File: src/rtl/pmem_arbiter.sv
// pmem_arbiter
//   Two-client arbiter in front of physical memory. It merges I-cache line
//   fills and D-cache fills/write-backs onto the single line port of memory.
//   Only one memory transaction is in flight at a time. Grants alternate
//   round-robin when both clients request together. The winner's address and
//   write data are latched at grant. The memory response is routed only to the
//   client that holds the grant.
//
// Ports
//   clk, rst                    clock; synchronous active-high reset
//   i_read, i_address           I-cache line read request (held until i_resp)
//   i_resp, i_rdata             I-cache one-cycle completion and fill data
//   d_read, d_write, d_address  D-cache request (held until d_resp)
//   d_wdata                     D-cache write-back data
//   d_resp, d_rdata             D-cache one-cycle completion and fill data
//   pmem_read, pmem_write       memory strobes (decoded from registered state)
//   pmem_address, pmem_wdata    registered copy of the granted request
//   pmem_resp, pmem_rdata       memory one-cycle completion and read data
module pmem_arbiter #(
  parameter int ADDR_W = 16,
  parameter int LINE_W = 256
) (
  input  logic              clk,
  input  logic              rst,
  input  logic              i_read,
  input  logic [ADDR_W-1:0] i_address,
  output logic              i_resp,
  output logic [LINE_W-1:0] i_rdata,
  input  logic              d_read,
  input  logic              d_write,
  input  logic [ADDR_W-1:0] d_address,
  input  logic [LINE_W-1:0] d_wdata,
  output logic              d_resp,
  output logic [LINE_W-1:0] d_rdata,
  output logic              pmem_read,
  output logic              pmem_write,
  output logic [ADDR_W-1:0] pmem_address,
  output logic [LINE_W-1:0] pmem_wdata,
  input  logic              pmem_resp,
  input  logic [LINE_W-1:0] pmem_rdata
);

  typedef enum logic [1:0] {
    IDLE    = 2'd0,
    GRANT_I = 2'd1,
    GRANT_D = 2'd2,
    RECOVER = 2'd3
  } state_t;

  state_t state, state_next;

  logic last_grant_d;  // 1 when the most recent grant went to the D-cache
  logic wr_lat;        // latched transaction type of the current D grant
  logic d_req;
  logic grant_i;
  logic grant_d;

  assign d_req = d_read | d_write;

  // NOTE: every signal driven here gets a default first, so no path through
  // the case statement can leave a value unassigned and infer a latch.
  always_comb begin
    state_next = state;
    grant_i    = 1'b0;
    grant_d    = 1'b0;
    unique case (state)
      IDLE: begin
        // D wins when it is the only requester, or on a tie when I was
        // served last. Otherwise I wins whenever it is requesting.
        if (d_req && (!i_read || !last_grant_d)) begin
          grant_d    = 1'b1;
          state_next = GRANT_D;
        end else if (i_read) begin
          grant_i    = 1'b1;
          state_next = GRANT_I;
        end
      end
      GRANT_I, GRANT_D: begin
        if (pmem_resp) state_next = RECOVER;
      end
      RECOVER: state_next = IDLE;  // memory needs one idle cycle after resp
      default: state_next = IDLE;
    endcase
  end

  // NOTE: sequential state is updated with non-blocking assignments, so every
  // flop samples pre-edge values regardless of the order of the statements.
  always_ff @(posedge clk) begin
    if (rst) state <= IDLE;
    else     state <= state_next;
  end

  // Request capture happens only on the grant edge. Later changes on the
  // client address and data lines are ignored until the next grant.
  // NOTE: the wide address and data registers are reset explicitly, because
  // they drive module outputs that must read zero straight out of reset.
  always_ff @(posedge clk) begin
    if (rst) begin
      pmem_address <= '0;
      pmem_wdata   <= '0;
      wr_lat       <= 1'b0;
      last_grant_d <= 1'b0;
    end else if (grant_d) begin
      pmem_address <= d_address;
      pmem_wdata   <= d_wdata;
      wr_lat       <= d_write;  // a write-back wins when read and write are both high
      last_grant_d <= 1'b1;
    end else if (grant_i) begin
      pmem_address <= i_address;
      wr_lat       <= 1'b0;
      last_grant_d <= 1'b0;
    end
  end

  // The strobes are pure decodes of registered state, so they stay stable for
  // the whole grant and can never be high together.
  assign pmem_read  = (state == GRANT_I) || ((state == GRANT_D) && !wr_lat);
  assign pmem_write = (state == GRANT_D) && wr_lat;

  // A completion that arrives while reset is asserted is abandoned.
  assign i_resp  = (state == GRANT_I) && pmem_resp && !rst;
  assign d_resp  = (state == GRANT_D) && pmem_resp && !rst;
  assign i_rdata = i_resp ? pmem_rdata : '0;
  assign d_rdata = d_resp ? pmem_rdata : '0;

endmodule

File: config.mk
export PLATFORM = sky130hd
export DESIGN_NAME = pmem_arbiter
export DESIGN_NICKNAME = d
export VERILOG_FILES = /design/src/rtl/pmem_arbiter.sv
export SDC_FILE = /design/constraint.sdc
export NUM_CORES = 1
export LEC_CHECK = 0
export ABC_AREA = 1
export BUFFER_PORTS_ARGS = -buffer_cell sky130_fd_sc_hd__buf_2
export CAP_MARGIN = 10
export CORE_AREA = 5 5 523 525
export DETAILED_ROUTE_END_ITERATION = 7
export DIE_AREA = 0 0 528 530
export SLEW_MARGIN = 20
export SYNTH_ARGS = -nofsm -noshare
export SYNTH_HDL_FRONTEND = slang
export SYNTH_SLANG_ARGS = --single-unit
File: constraint.sdc
create_clock -name clk -period 1.29 [get_ports clk]
set_input_delay 0.0645 -clock clk [delete_from_list [all_inputs] [get_ports clk]]
set_output_delay 0.0645 -clock clk [all_outputs]
set_load 0.005 [all_outputs]
### Yosys cells after proc, flatten, opt, wreduce, memory -nomap -nowiden

Index checks and enable logic that the tools add are counted.

| storage, ports and cells | value |
|---|---|
| flip-flop bits (word level) | 276 |
| bits of input ports | 550 |
| output and inout port bits | 788 |
| word-level logic and storage cells | 44 |

| cells by class | value |
|---|---|
| bitwise logic cells | 1 |
| eq/ne operators | 5 |
| reductions and logical operators | 17 |
| mux-type cells | 16 |

Operators by type and width:

| operator | count |
|---|---|
| 2-to-1 mux 256 bit | 2 |
| 2-to-1 mux 16 bit | 2 |
| 2-to-1 mux 1 bit | 8 |
| logical AND 1 bit | 7 |
| 2-to-1 mux 2 bit | 3 |
| one-hot mux 2 bit (3 select lines) | 1 |
| == test 2 bit (second input constant) | 2 |
| logical NOT 1 bit | 4 |
| != test 3 bit (second input constant) | 1 |
| == test 2 x 1 -> 1 bit (second input constant) | 1 |
| logical NOT 2 bit | 1 |
| logical OR 1 bit | 2 |
| != test 2 bit (second input constant) | 1 |
| AND reduction 2 bit | 1 |
| nonzero test 2 bit | 1 |
| OR reduction 2 bit | 1 |
| OR 1 bit | 1 |

### Depth between registers and ports, before layout

| logic depth | value |
|---|---|
| depth after elaboration | 7 |
| mapped depth | 8 |
| gate-level depth less buffers | 7 |

### Worst setup path after synthesis

No wires, ideal clock.

| path | value |
|---|---|
| path type | register to register |
| start | register state[0] |
| end | register pmem_address[10] |
| arrival | 1.246 ns |
| setup slack | -0.084 ns |
| data required time | 1.162 ns |
| cell stages (with the launch flop) | 7 |
| library setup time | 0.128 ns |
| buffers on the path | 1 |
| period minus slack after synthesis | 1.374 ns |
| cell sequence | dfxtp_1 inv_1 ha_1 nand2_2 inv_1 clkbuf_1 a21oi_1 |

| between the ends | value |
|---|---|
| cells in the longest elaborated chain, start to end | 3 |
| elaborated cells on any way between the ends | 5 |
| classes of those cells | 3 x mux; 2 x reduce/logical |

Ends and longest elaborated chain:

| what | RTL line | text |
|---|---|---|
| from (decl) | 50 | `state_t state, state_next;` |
| from (signal assigned) | 90 | `else state <= state_next;` |
| logical NOT 2 bit (*) | 66 | `unique case (state)` |
| 2-to-1 mux 1 bit | 66 |  |
| 2-to-1 mux 16 bit / nonzero test 2 bit (equally long branches) | - |  |
| to (signal assigned) | 104 | `pmem_address <= d_address;` |
| to (signal assigned) | 109 | `pmem_address <= i_address;` |
| to (decl) | 37 | `output logic [ADDR_W-1:0] pmem_address,` |

Mark *: on every way between the ends. The rest lies on a longest branch, timed or not.
A chain may end at the register's enable or synchronous reset.

### Worst setup path after layout

| path | value |
|---|---|
| start | register state[0] |
| end | output d_rdata[152] |

| between the ends | value |
|---|---|
| cells in the longest elaborated chain, start to end | 4 |

Ends and longest elaborated chain:

| what | RTL line | text |
|---|---|---|
| == test 2 bit | 122 | `assign d_resp = (state == GRANT_D) && pmem_resp && !rst;` |
| logical AND 1 bit (2 in series) | 122 |  |
| 2-to-1 mux 256 bit | 124 | `assign d_rdata = d_resp ? pmem_rdata : '0;` |
| to (decl) | 34 | `output logic [LINE_W-1:0] d_rdata,` |

Every way passes these cells.

==> tab_implementation.tex <==
\begin{tabular}{lr}
\hline
Metric & Value \\
\hline
\multicolumn{2}{l}{\textbf{Yosys}} \\
Flip-flop and latch count after synthesis & 276 \\
Net Count, Synth & 2688 \\
Number of warning messages in the yosys log & 0 \\
Simple-gate portion of the synthesized area & 0.327 \\
Synth cell types & 20 \\
Largest family of logic cells by synthesized area & simple AND/OR/NAND/NOR gates \\
Largest cells by area after synthesis & sky130\_fd\_sc\_hd\_\_dfxtp\_1 (42\%), sky130\_fd\_sc\_hd\_\_nand2\_1 (17\%), sky130\_fd\_sc\_hd\_\_nor2\_1 (15\%) \\
Post-synthesis sequential area ratio & 0.417 \\
Share of Yosys cell area claimed by the top area cell type & 0.417 \\
Synthesized area per cell & 6.21 sq um \\
Mux cell area share after synthesis & 0 \\
Syn Inst Count & 2135 \\
Post-synth top area cell & sky130\_fd\_sc\_hd\_\_dfxtp\_1 \\
Adder-cell share of the synthesized area & 0.00283 \\
Compound-cell area share of the yosys netlist & 0.104 \\
Cell area after synthesis & 0.0133 sq mm \\
Fraction of synthesized cell area in xor and xnor cells & 0 \\
\multicolumn{2}{l}{\textbf{Detailed routing}} \\
DR WL/cell & 31.0 um \\
Number of nets still failing antenna checks after routing & 0 \\
Remaining routing DRC violations & 0 \\
First-pass DRT Iterations & 5 \\
Number of DRC violations after detailed-routing iteration 0 & 1191 \\
Routed via count divided by cell count & 2.90 \\
Vias & 21600 \\
Post-detailed-routing wire length & 231 mm \\
\multicolumn{2}{l}{\textbf{Setup path}} \\
Critical path data arrival time & 2.27 ns \\
Classification of the worst setup path & flop to output pin \\
Reg2Reg Setup Slack & -0.62 ns \\
Reg2Reg Capture Point & pmem\_wdata[157] \\
Worst Path Required & 1.23 ns \\
Crit-path max FO & 10 \\
Cell depth of the worst flop-to-flop path & 10 \\
CP startpoint kind & flop \\
Crit. End Element & output pin \\
Reg2reg start & state[0] \\
\multicolumn{2}{l}{\textbf{Cells and area}} \\
Total number of nets in the final design & 4344 \\
Final design instance area without fill & 0.0311 sq mm \\
Post-Layout Cell Count & 7459 \\
Signed area change from the synthesized netlist to the final layout & 135\% \\
Core occupancy in the finished layout & 0.116 \\
Commonest non-fill, non-tap cell in the layout & sky130\_fd\_sc\_hd\_\_buf\_2 \\
Area of all sequential standard cells & 0.00553 sq mm \\
Area taken by multi-input logic gates & 0.00633 sq mm \\
Share of cells above drive strength 1 & 0.437 \\
Fill cell instance count of the final layout & 31500 \\
Most used cells in the layout excluding fill and tap cells & sky130\_fd\_sc\_hd\_\_buf\_2 (1245), sky130\_fd\_sc\_hd\_\_nand2\_1 (588), sky130\_fd\_sc\_hd\_\_nor2\_1 (394), sky130\_fd\_sc\_hd\_\_inv\_1 (295), sky130\_fd\_sc\_hd\_\_dlygate4sd3\_1 (291) \\
\multicolumn{2}{l}{\textbf{STA}} \\
Share of the cycle needed by the critical path after routing & 1.81 \\
Minimum clock period after layout & 2.34 ns \\
Final number of hold-violating endpoints & 0 \\
Worst Max-Slew Pin Slew & 0.676 ns \\
Total count of max-transition violations in the final report & 0 \\
Worst Skew & 0.0524 ns \\
Setup TNS & -605.87 ns \\
Relative max-transition margin & 0.549 \\
Final number of setup-violating endpoints & 804 \\
Highest clock frequency the design can meet & 428 MHz \\
Final hold slack & 0.0856 ns \\
Unrepaired setup endpoints after global routing & yes \\
Minimum setup slack in the final design & -1.05 ns \\
\multicolumn{2}{l}{\textbf{Floorplan}} \\
Number of rows in the core area & 191 \\
Die boundary width & 528 um \\
Height of the die & 530 um \\
Floorplan core area & 0.269 sq mm \\
Total Die Area & 0.280 sq mm \\
Initial Utilization & 0.0493 \\
Count of pins on the block boundary & 1338 \\
\multicolumn{2}{l}{\textbf{Clock tree}} \\
Buffers from clock root to sink, at most & 3 \\
Clock-pin slew on the worst setup and hold paths & 0.08 ns \\
Clk Latency, worst-skew pair & 0.63 ns \\
TritonCTS clock tree & yes \\
Root buffer cell & sky130\_fd\_sc\_hd\_\_clkbuf\_16 \\
CTS sink count & 276 \\
Number of buffers added by the clock tree synthesis step & 36 \\
CTS H-Tree Depth & 2 \\
\multicolumn{2}{l}{\textbf{Pwr}} \\
Power density over cell area & 1440 mW/mm\^{}2 \\
Leakage & 15.7 nW \\
Worst IR Drop VDD & 1.00 mV \\
Overall power consumption & 44.8 mW \\
\multicolumn{2}{l}{\textbf{Worst hold path}} \\
Hold Path Origin & rst \\
HP Class & input port to flop \\
Worst Hold Depth & 4 \\
Hold-critical path endpoint & pmem\_wdata[214] \\
\multicolumn{2}{l}{\textbf{Global routing}} \\
Met2 Use GR & 0.261 \\
First-pass GRT wire length & 272 mm \\
Number of antenna violations at the first check in global routing & 202 \\
Total routing usage reported by global routing & 0.156 \\
Most used routing layer & met2 \\
Pin count of the biggest net entering global routing & 84 \\
Met3 track utilization from global routing & 0.114 \\
Vias in the first global route & 21100 \\
Met1 capacity usage during global routing & 0.151 \\
Grt total ovfl & 0 \\
\multicolumn{2}{l}{\textbf{Placed design}} \\
Post-detailed-placement cell area & 0.0255 sq mm \\
DP Wirelength & 208 mm \\
Placed Cells incl. Taps & 7007 \\
Port Buffer Count & 1337 \\
DP Worst Slack & -0.726 ns \\
Placer congestion estimate & 0.977 \\
\multicolumn{2}{l}{\textbf{Outcome}} \\
Failing checks & negative setup slack \\
Outcome & complete, but fails checks \\
\multicolumn{2}{l}{\textbf{Run}} \\
Max Cap Violations & 0 \\
\hline
\end{tabular}
==> cells in the mapped netlist <==
cell type,number
sky130_fd_sc_hd__nand2_1,588
sky130_fd_sc_hd__ha_1,3
sky130_fd_sc_hd__buf_4,3
sky130_fd_sc_hd__nand3_2,1
sky130_fd_sc_hd__nand2_4,1
sky130_fd_sc_hd__nor2_1,517
sky130_fd_sc_hd__buf_2,89
sky130_fd_sc_hd__nand3_1,2
sky130_fd_sc_hd__buf_6,22
sky130_fd_sc_hd__dfxtp_1,276
sky130_fd_sc_hd__buf_1,2
sky130_fd_sc_hd__nor3_2,2
sky130_fd_sc_hd__clkinv_1,1
sky130_fd_sc_hd__inv_2,4
sky130_fd_sc_hd__nand2_2,2
sky130_fd_sc_hd__o21ai_0,1
sky130_fd_sc_hd__clkbuf_1,32
sky130_fd_sc_hd__a21oi_1,275
sky130_fd_sc_hd__nand3b_1,16
sky130_fd_sc_hd__inv_1,298
==> cell type report <==
class,count,share of cell area
repair buffers,1766,0.394
multi-input cells,1408,0.203
flip-flops and latches,276,0.178
well taps,3570,0.143
inverters,303,0.0378
clock buffers,52,0.0331
diodes,75,0.00603
clock inverters,9,0.00434
==> worst max path at each step <==
stage | startpoint | to | slack (ns)
after CTS | state[1] | i_rdata[133] | -1.11
after detailed placement | state[0] | d_rdata[13] | -0.73
after global routing | state[0] | d_rdata[152] | -1.15
after global placement | state[0] | d_rdata[13] | -0.79
final | state[0] | d_rdata[152] | -1.05
after floorplan | state[0] | d_rdata[215] | -0.02
==> worst max-delay path, stage by stage, from the launching register on <==
cell and delay (ns):
sky130_fd_sc_hd__dfxtp_2 0.32, sky130_fd_sc_hd__inv_2 0.07, sky130_fd_sc_hd__ha_4 0.13, sky130_fd_sc_hd__inv_2 0.04, sky130_fd_sc_hd__nor3_4 0.15, sky130_fd_sc_hd__buf_6 0.16, sky130_fd_sc_hd__inv_12 0.07, sky130_fd_sc_hd__buf_16 0.17
sky130_fd_sc_hd__buf_12 0.15, sky130_fd_sc_hd__clkbuf_16 0.16, sky130_fd_sc_hd__nor2_1 0.10, sky130_fd_sc_hd__buf_2 0.13
==> what timing repair did <==
action | in CTS | in global routing
gates resized for setup | 199 | 93
setup buffers | 9 | 4
cloned | 7 | 6
hold endpoints to repair | 275 | 0
setup endpoints to repair | 869 | 918
pin swaps | 5 | 4
hold buffers | 291 | 0
==> sequential cells by signal, indices dropped and copies added (netlist names) <==
| register | cells |
|---|---|
| state | 2 |
| wr_lat | 1 |
| pmem_wdata | 256 |
| pmem_address | 16 |
| last_grant_d | 1 |
==> where the power goes <==
part	total, mW	internal, mW	switching, mW
registers	12.0	10.8	1.20
clock network	10.6	5.99	4.57
logic	22.3	7.60	14.7
total	44.8	24.4	20.5
==> routing by layer <==
metal	wire [um]	up-vias	share of wire
met3	38600	431	0.17
li1	-	9732	-
met2	106000	1424	0.46
met1	77800	10000	0.34
met4	8890	16	0.038
met5	121	-	0.00052
==> cells by family (layout without fill, tap and decap cells) <==
logic type	count (synthesis)	in the layout
DFF	276	276
other	0	75
adders and majority gates	3	3
buffers and inverters	451	2130
AOI/OAI and AO/OA	276	276
and+or+nand+nor	1129	1129
No activity file was read; power rests on OpenSTA's default activity.
